File: src/rtl/sort_step_ctrl.sv
`default_nettype none
// ============================================================================
// Module   : sort_step_ctrl
// Purpose  : Step-command generator in front of the bubble sort engine.
//            Synchronises and debounces the three push buttons, keeps the
//            pause state, produces timed auto-advance pulses while running,
//            and produces single / auto-repeating forward and back step
//            pulses while paused.
// Revision : 1.0 - initial release
// ----------------------------------------------------------------------------
// Ports:
//   clk        in   system clock, all state on posedge
//   rst_n      in   asynchronous active-low reset
//   btnC       in   raw button, pause/continue toggle
//   btnR       in   raw button, step forward
//   btnL       in   raw button, step back
//   run        in   sort enable level, synchronous to clk
//   done       in   sort-complete flag from the engine
//   step_fwd   out  one-cycle pulse, engine performs one compare/swap step
//   step_back  out  one-cycle pulse, engine moves back one step
//   paused     out  registered pause state
// ============================================================================
module sort_step_ctrl #(
  parameter int DEBOUNCE_CYCLES = 1_000_000,
  parameter int STEP_PERIOD     = 100_000_000,
  parameter int REPEAT_DELAY    = 50_000_000,
  parameter int REPEAT_PERIOD   = 10_000_000
) (
  input  logic clk,
  input  logic rst_n,
  input  logic btnC,
  input  logic btnR,
  input  logic btnL,
  input  logic run,
  input  logic done,
  output logic step_fwd,
  output logic step_back,
  output logic paused
);

  // --------------------------------------------------------------------------
  // Counter widths
  // --------------------------------------------------------------------------
  localparam int C_DB_W   = $clog2(DEBOUNCE_CYCLES);
  localparam int C_PER_W  = $clog2(STEP_PERIOD);
  localparam int C_RPT_MAX = (REPEAT_DELAY > REPEAT_PERIOD) ? REPEAT_DELAY : REPEAT_PERIOD;
  localparam int C_RPT_W  = $clog2(C_RPT_MAX);

  // Button index map shared by the debounce and repeat logic.
  localparam int C_BTN_C = 0;
  localparam int C_BTN_R = 1;
  localparam int C_BTN_L = 2;

  typedef enum logic [1:0] {
    ST_IDLE   = 2'd0,
    ST_HOLD   = 2'd1,
    ST_REPEAT = 2'd2
  } rpt_state_t;

  // --------------------------------------------------------------------------
  // Shared signals
  // --------------------------------------------------------------------------
  logic [2:0] w_btn_raw;
  logic [2:0] w_press;     // one-cycle press events, one per button
  logic [2:1] w_stable;    // debounced levels of the step buttons
  logic [1:0] w_rpt_pulse; // [0] forward FSM, [1] back FSM
  logic [1:0] w_rpt_idle;

  logic                r_paused;
  logic                r_step_fwd;
  logic                r_step_back;
  logic [C_PER_W-1:0]  r_per_cnt;

  logic w_auto;
  logic w_auto_hit;

  assign w_btn_raw = {btnL, btnR, btnC};

  // --------------------------------------------------------------------------
  // Synchroniser + debounce + press detect, one slice per button
  // --------------------------------------------------------------------------
  genvar gi;
  for (gi = 0; gi < 3; gi++) begin : g_db
    logic              r_sync1;
    logic              r_sync2;
    logic              r_stable;
    logic              r_stable_d;
    logic [C_DB_W-1:0] r_db_cnt;

    always_ff @(posedge clk or negedge rst_n) begin
      if (!rst_n) begin
        r_sync1    <= 1'b0;
        r_sync2    <= 1'b0;
        r_stable   <= 1'b0;
        r_stable_d <= 1'b0;
        r_db_cnt   <= '0;
      end else begin
        r_sync1    <= w_btn_raw[gi];
        r_sync2    <= r_sync1;
        r_stable_d <= r_stable;
        // The stable level only flips after DEBOUNCE_CYCLES consecutive
        // disagreeing samples; any agreeing sample restarts the count.
        if (r_sync2 == r_stable) begin
          r_db_cnt <= '0;
        end else if (r_db_cnt == C_DB_W'(DEBOUNCE_CYCLES - 1)) begin
          r_stable <= ~r_stable;
          r_db_cnt <= '0;
        end else begin
          r_db_cnt <= r_db_cnt + 1'b1;
        end
      end
    end

    // Rising edge of the debounced level only; releases are not events.
    assign w_press[gi] = r_stable & ~r_stable_d;

    if (gi != C_BTN_C) begin : g_stable_out
      assign w_stable[gi] = r_stable;
    end
  end

  // --------------------------------------------------------------------------
  // Repeat FSMs: index 0 drives step_fwd from btnR, index 1 drives step_back
  // from btnL.
  // --------------------------------------------------------------------------
  genvar gk;
  for (gk = 0; gk < 2; gk++) begin : g_rpt
    localparam int C_OWN   = gk + 1;  // own button index
    localparam int C_OTHER = 2 - gk;  // other step button index
    localparam int C_OFSM  = 1 - gk;  // other FSM index

    rpt_state_t         r_state;
    logic [C_RPT_W-1:0] r_cnt;
    logic               w_keep;
    logic               w_start;
    logic               w_hit_delay;
    logic               w_hit_period;
    logic               w_pulse;

    // Held and still in manual mode.
    assign w_keep = r_paused & w_stable[C_OWN];

    // A press starts a sequence only while paused, only if the other button
    // did not press in the same cycle, and only if the other FSM is idle.
    assign w_start = r_paused & w_press[C_OWN] & ~w_press[C_OTHER] & w_rpt_idle[C_OFSM];

    assign w_hit_delay  = (r_cnt == C_RPT_W'(REPEAT_DELAY - 1));
    assign w_hit_period = (r_cnt == C_RPT_W'(REPEAT_PERIOD - 1));

    always_comb begin
      w_pulse = 1'b0;
      case (r_state)
        ST_IDLE:   w_pulse = w_start;
        ST_HOLD:   w_pulse = w_keep & w_hit_delay;
        ST_REPEAT: w_pulse = w_keep & w_hit_period;
        default:   w_pulse = 1'b0;
      endcase
    end

    always_ff @(posedge clk or negedge rst_n) begin
      if (!rst_n) begin
        r_state <= ST_IDLE;
        r_cnt   <= '0;
      end else begin
        case (r_state)
          ST_IDLE: begin
            r_cnt <= '0;
            if (w_start) begin
              r_state <= ST_HOLD;
            end
          end
          ST_HOLD: begin
            if (!w_keep) begin
              r_state <= ST_IDLE;
              r_cnt   <= '0;
            end else if (w_hit_delay) begin
              r_state <= ST_REPEAT;
              r_cnt   <= '0;
            end else begin
              r_cnt <= r_cnt + 1'b1;
            end
          end
          ST_REPEAT: begin
            if (!w_keep) begin
              r_state <= ST_IDLE;
              r_cnt   <= '0;
            end else if (w_hit_period) begin
              r_cnt <= '0;
            end else begin
              r_cnt <= r_cnt + 1'b1;
            end
          end
          default: begin
            r_state <= ST_IDLE;
            r_cnt   <= '0;
          end
        endcase
      end
    end

    assign w_rpt_pulse[gk] = w_pulse;
    assign w_rpt_idle[gk]  = (r_state == ST_IDLE);
  end

  // --------------------------------------------------------------------------
  // Pause state, auto-advance timer and registered outputs.
  // All step sources look at r_paused before any toggle this cycle.
  // --------------------------------------------------------------------------
  assign w_auto     = run & ~r_paused & ~done;
  assign w_auto_hit = w_auto & (r_per_cnt == C_PER_W'(STEP_PERIOD - 1));

  always_ff @(posedge clk or negedge rst_n) begin
    if (!rst_n) begin
      r_paused    <= 1'b0;
      r_per_cnt   <= '0;
      r_step_fwd  <= 1'b0;
      r_step_back <= 1'b0;
    end else begin
      if (!run) begin
        r_paused <= 1'b0;
      end else if (w_press[C_BTN_C]) begin
        r_paused <= ~r_paused;
      end

      // Held at zero outside auto mode so entry always waits a full period.
      if (!w_auto || w_auto_hit) begin
        r_per_cnt <= '0;
      end else begin
        r_per_cnt <= r_per_cnt + 1'b1;
      end

      // Auto mode needs r_paused=0 and the FSMs only start with r_paused=1,
      // and the two FSMs never run together, so the outputs are exclusive.
      r_step_fwd  <= (w_auto_hit | w_rpt_pulse[0]) & ~done;
      r_step_back <= w_rpt_pulse[1];
    end
  end

  assign step_fwd  = r_step_fwd;
  assign step_back = r_step_back;
  assign paused    = r_paused;

endmodule
`default_nettype wire

File: config.mk
export PLATFORM = sky130hd
export DESIGN_NAME = sort_step_ctrl
export DESIGN_NICKNAME = d
export VERILOG_FILES = /design/src/rtl/sort_step_ctrl.sv
export SDC_FILE = /design/constraint.sdc
export NUM_CORES = 1
export LEC_CHECK = 0
export CAP_MARGIN = 40
export CORE_MARGIN = 4
export CORE_UTILIZATION = 60
export DETAILED_ROUTE_END_ITERATION = 7
export HOLD_SLACK_MARGIN = 0.06
export PLACE_DENSITY = 0.77
export REMOVE_ABC_BUFFERS = 1
export SYNTH_ARGS = -nofsm -noshare
export SYNTH_HDL_FRONTEND = slang
export SYNTH_SLANG_ARGS = --single-unit
File: constraint.sdc
create_clock -name clk -period 2.4 [get_ports clk]
set_clock_uncertainty 0.05 [all_clocks]
set_input_delay 0.48 -clock clk [delete_from_list [all_inputs] [get_ports clk]]
set_output_delay 0.48 -clock clk [all_outputs]
set_load 0.03 [all_outputs]
## After elaboration in Yosys (flattened, before gate mapping)

Cells that the tools add are included.

| storage, ports and cells | value |
|---|---|
| flip-flop bits (word level) | 158 |
| input bits | 7 |
| output and inout bits | 3 |
| logic and storage cells | 124 |

| operators by class | value |
|---|---|
| bitwise operators | 33 |
| equality and inequality tests | 22 |
| $add $sub $neg | 6 |
| reduce and logical (&&, ||, !) cells | 9 |
| muxes and demuxes | 31 |

Operators by type and width:

| operator | count |
|---|---|
| $mux W26 | 8 |
| $mux W20 | 6 |
| $pmux W26 S2 | 2 |
| $add A20 B1 Y20 const B | 3 |
| $eq A20 B20 Y1 const B | 3 |
| $add A26 B1 Y26 const B | 2 |
| $eq A26 B24 Y1 const B | 2 |
| $eq A26 B26 Y1 const B | 2 |
| $add A27 B1 Y27 const B | 1 |
| $eq A27 B27 Y1 const B | 1 |
| $mux W27 | 1 |
| $and A1 B1 Y1 | 19 |
| $mux W2 | 8 |
| $not A1 Y1 | 13 |
| $pmux W2 S3 | 2 |
| $ne A2 B1 Y1 const B | 3 |
| $ne A3 B3 Y1 const B | 2 |
| $pmux W1 S3 | 2 |
| $reduce_and A2 Y1 | 3 |
| $reduce_and A3 Y1 | 2 |
| $eq A2 B1 Y1 const B | 2 |
| $eq A2 B2 Y1 const B | 2 |
| $logic_not A2 Y1 | 2 |
| $ne A2 B2 Y1 const B | 2 |
| other kinds (5) | 8 |

## Logic depth before layout (Yosys ltp)

Gate-level depths: netlist of run 1.

| depth | value |
|---|---|
| depth in word-level cells | 8 |
| mapped depth | 8 |
| depth with buffers taken out | 7 |

## Worst setup path after synthesis of run 1

OpenSTA, ideal clock, no wires.

| timing | value |
|---|---|
| kind | flip-flop to flip-flop |
| start | register r_per_cnt[0] |
| end | register r_per_cnt[15] |
| path slack | 0.418 ns |
| setup time | 0.119 ns |
| arrival time | 1.813 ns |
| cell stages (with the launch flop) | 9 |
| clock period less this slack | 1.982 ns |
| required time | 2.231 ns |
| path buffers | 2 |
| path through | dfrtp_1 -> ha_1 -> nand3_1 -> or3_1 -> nor4_1 -> nand2b_1 -> buf_4 -> buf_4 -> nor2_1 |

| on the way | value |
|---|---|
| word-level cells in the longest chain between the ends | 4 |
| elaborated cells between the ends (all ways) | 5 |
| those cells by class | add/sub: 1; eq/ne: 1; mux: 1; bitwise: 1; reduce/logical: 1 |

RTL lines:

| item | RTL line | RTL |
|---|---|---|
| from (decl) | 72 | `logic [C_PER_W-1:0] r_per_cnt;` |
| from (signal assigned) | 229 | `r_per_cnt <= r_per_cnt + 1'b1;` |
| parallel branches: the longest is 3 deep, another holds $add A27 B1 Y27 | n/a |  |
| $mux W27 * | 226 | `if (!w_auto \|\| w_auto_hit) begin` |

Every way passes the cells marked *.
A chain may end at the register's enable or synchronous reset.

## Final worst setup path of run 1

| timing | value |
|---|---|
| start | register r_per_cnt[0] |
| end | register r_per_cnt[5] |

Same word-level chain as after synthesis.

==> flow_metrics.py, run 1 <==
metrics = {
    "clocking": {
        "cts_buffer_depth": 2,
        "clock_latency_ps": 420,
        "root_buffer": "clkbuf_16",
        "cts_tree": "yes",
        "cts_sinks": 158,
        "h-tree-depth": 4,
        "cts_buffers": 17,
        "clk_pin_slew_ps": 60,
    },
    "synth": {
        "syn_inst": 801,
        "synth_cell_types": 55,
        "synth_area_per_cell_sq_um": 9.808,
        "synth-edff-count": 0,
        "synthMuxAreaShare": 0.005574,
        "synth_compound_area_frac": 0.02230,
        "synth_flop_cell": "dfrtp_1",
        "yosys.area_share.simple": 0.2733,
        "ys_seq_area_frac": 0.5033,
        "synth_area_sq_um": 7856,
        "yosys_warnings": 0,
        "synth_top_family_by_area": "simple AND/OR/NAND/NOR gates",
        "async_reset_ff_frac": 1.000,
        "synthXorXnorAreaFrac": 0.1449,
        "yosys_register_bits": 158,
        "synth_fa_ha_area_frac": 0.02230,
    },
    "placement": {
        "port_buffers": 9,
        "gp_congestion": 0.8248,
        "dp.final_hpwl_microns": 9986,
    },
    "die": {
        "die_y_microns": 122.4,
        "die_area_sq_um": 14990,
        "io_pins": 10,
        "die_w_microns": 122.4,
        "rows": 41,
        "start_util": 0.6175,
        "design.core.area_sq_um": 12720,
    },
    "worst_setup_path": {
        "start_kind": "register",
        "rr_startpoint": "r_per_cnt[0]$_DFF_PN0_",
        "crit_path_start": "r_per_cnt[0]$_DFF_PN0_",
        "path_max_fanout": 27,
        "crit_required_ps": 2660,
        "arrival_ps": 2470,
        "endpoint_kind": "register",
        "crit_type": "reg -> reg",
    },
    "grt": {
        "use_met1": 0.2747,
        "grt.met3_usage": 0.05484,
        "grt_max_degree": 60,
        "grt_overflow_total": 0,
        "grt_first_pass_wirelength_microns": 25730,
        "track_usage": 0.2139,
        "grt_pass1_vias": 5773,
        "grt.busiest_layer": "met2",
        "antenna_found_initial": 0,
        "use_met2": 0.3507,
    },
    "sta": {
        "tns_ps": 0,
        "finalSetupViolCount": 0,
        "hold_viol": 0,
        "maxSlewViolCount": 0,
        "min_period_ps": 2218,
        "rsz0062_at_grt": "no",
        "post-route-period-util": 0.9241,
        "worstMarginPinSlew_ps": 643.7,
        "slew_headroom": 0.5673,
        "fmax_mhz": 450.9,
    },
    "routing": {
        "via_per_inst": 5.669,
        "ant_nets": 0,
        "vias": 5680,
        "dr.pass1.iters": 7,
        "drt_iter0_drc": 270,
        "routed_wl_microns": 14720,
        "drc": 0,
        "routedWlPerCell_microns": 14.69,
    },
    "layout": {
        "final_nets": 841,
        "antennaDiodeCount": 0,
        "drive_gt1_frac": 0.07349,
        "area_growth_syn_to_layout_pct": 11.59,
        "n_fill_cell": 1031,
    },
    "pwr": {
        "peakVddDrop_mv": 0.5144,
        "leakagePower_uw": 0.003554,
        "powerDensity_nw_per_um2": 625.5,
        "power_uw": 5484,
    },
    "min_path": {
        "worstHoldStart": "g_db[0].r_sync1$_DFF_PN0_",
        "hold_class": "reg -> reg",
    },
    "flow_run": {
        "drv_cap": 0,
    },
    "outcome": {
        "outcome": "finished, final reports clean",
    },
}
-- registers in the layout (all words and copies together) (netlist names), 3 cells and up --
signal           count
g_db.r_sync2         3
g_rpt.r_state        4
g_db.r_stable_d      3
g_db.r_db_cnt       60
g_db.r_stable        3
r_per_cnt           27
g_rpt.r_cnt         52
g_db.r_sync1         3
-- through the flow --
stage | std cells | instance area, sq um | util | setup slack, ps | hold slack, ps
5_1_grt | 1002 | 8767 | 0.6891 | 21.69 | 317.9
3_5_place_dp | 972 | 8163 | 0.6416 | 47.80 | 287.9
3_3_place_gp | 972 | 8163 | 0.6416 | 310.9 | 288.5
4_1_cts | 1002 | 8756 | 0.6882 | 38.46 | 301.1
2_1_floorplan | 781 | 7731 | - | 171.6 | 134.4
6_report | 1002 | 8767 | 0.6891 | 182.1 | 298.6
-- repair_timing --
| action | in CTS | in global routing |
|---|---|---|
| resized for setup | 0 | 3 |
| endpoints found under the setup margin | 0 | 28 |
| endpoints found under the hold margin | 52 | 0 |
| buffers inserted | 0 | 0 |
| hold buffers | 1 | 0 |
-- path summary, 6_finish.rpt --
path | endpoint | depth (start not counted) | slack (ps)
worst max-delay path | r_per_cnt[5]$_DFF_PN0_ | 7 | 180
worst min-delay path | g_db[0].r_sync2$_DFF_PN0_ | 0 | 300
worst max register to register | r_per_cnt[5]$_DFF_PN0_ | 7 | 180
worst min register to register | g_db[0].r_sync2$_DFF_PN0_ | 0 | 300
max in group asynchronous | paused$_DFFE_PN0P_ | 3 | 1060
min in group asynchronous | g_rpt[0].r_cnt[17]$_DFF_PN0_ | 2 | 530
-- power breakdown --
part | internal, uW | switching, uW
logic | 36.2 | 90.7
registers | 2680 | 19.8
clock network | 1650 | 1000
-- cells by family after synthesis --
family | Yosys count
buf+inv | 46
fa+ha+maj | 14
compound gates | 23
flops | 158
simple gates | 426
mux | 4
xor+xnor | 130
-- cells in the mapped netlist (3+ instances only) --
| cell type | instances | area share |
|---|---|---|
| nor3b_1 | 3 | 0.0029 |
| and3_1 | 21 | 0.017 |
| nor3_1 | 21 | 0.013 |
| nand4_1 | 36 | 0.029 |
| dfrtp_1 | 158 | 0.50 |
| nor2_1 | 171 | 0.082 |
| xnor2_1 | 63 | 0.070 |
| or4_1 | 3 | 0.0029 |
| buf_2 | 7 | 0.0045 |
| mux2_2 | 3 | 0.0043 |
| xor2_1 | 67 | 0.075 |
| or3_1 | 3 | 0.0024 |
| nand3_1 | 58 | 0.037 |
| a21oi_1 | 6 | 0.0038 |
| buf_4 | 3 | 0.0029 |
| nand2_1 | 50 | 0.024 |
| buf_6 | 4 | 0.0057 |
| nor4b_1 | 3 | 0.0033 |
| nor3_2 | 3 | 0.0038 |
| nor4_1 | 15 | 0.012 |
| nor4bb_1 | 3 | 0.0038 |
| and4_1 | 10 | 0.011 |
| clkbuf_1 | 6 | 0.0029 |
| ha_1 | 14 | 0.022 |
| inv_1 | 26 | 0.012 |
| or2_2 | 5 | 0.0040 |
| nand2b_1 | 5 | 0.0040 |
-- metal layers --
metal  part of all wire  vias up
met5                  0        -
met4              0.012        0
met3              0.035       15
met2               0.49       91
met1               0.46     2817
li1                   -     2757
-- placed cells by master (no fill, tap or decap), types with 4 or more instances in the layout --
master / count
dfrtp_1: 157
and4_1: 10
xnor2_1: 63
clkbuf_16: 17
nand4_1: 36
nor2_1: 171
clkdlybuf4s50_1: 8
nand3_1: 58
nor3_1: 21
buf_12: 4
xor2_1: 67
buf_4: 5
inv_1: 26
nand2b_1: 5
and3_1: 21
nand2_1: 50
nor4_1: 14
ha_1: 14
a21oi_1: 6
or2_2: 5
clkbuf_8: 5
-- worst max-delay path, cell delays in order, from the launching register on --
cell and delay [ps]:
dfrtp_1 400, ha_1 230, nand3_1 130, or3_1 420
nor4_2 360, nand2b_1 180, buf_6 220, nor2_1 80
-- cell type report --
class / instances / area [sq um] / share of cell area
Clock inverter: 5 / 81.33 / 0.009276
Timing Repair Buffer: 20 / 230.2 / 0.02626
Clock buffer: 24 / 501.7 / 0.05723
Multi-Input combinational cell: 597 / 3686 / 0.4204
Tap cell: 172 / 215.2 / 0.02455
Sequential cell: 158 / 3955 / 0.4511
Inverter: 26 / 97.59 / 0.01113
(Power assumes the default switching activity.)
==> inputs of run 2 (changes only) <==
--- a/config.mk
+++ b/config.mk
@@ -12,6 +12,7 @@
 export HOLD_SLACK_MARGIN = 0.06
 export PLACE_DENSITY = 0.77
 export REMOVE_ABC_BUFFERS = 1
+export SLEW_MARGIN = 20
 export SYNTH_ARGS = -nofsm -noshare
 export SYNTH_HDL_FRONTEND = slang
 export SYNTH_SLANG_ARGS = --single-unit
==> results of run 2 <==
The final DEF is identical to that of run 1; final timing and power are the same.
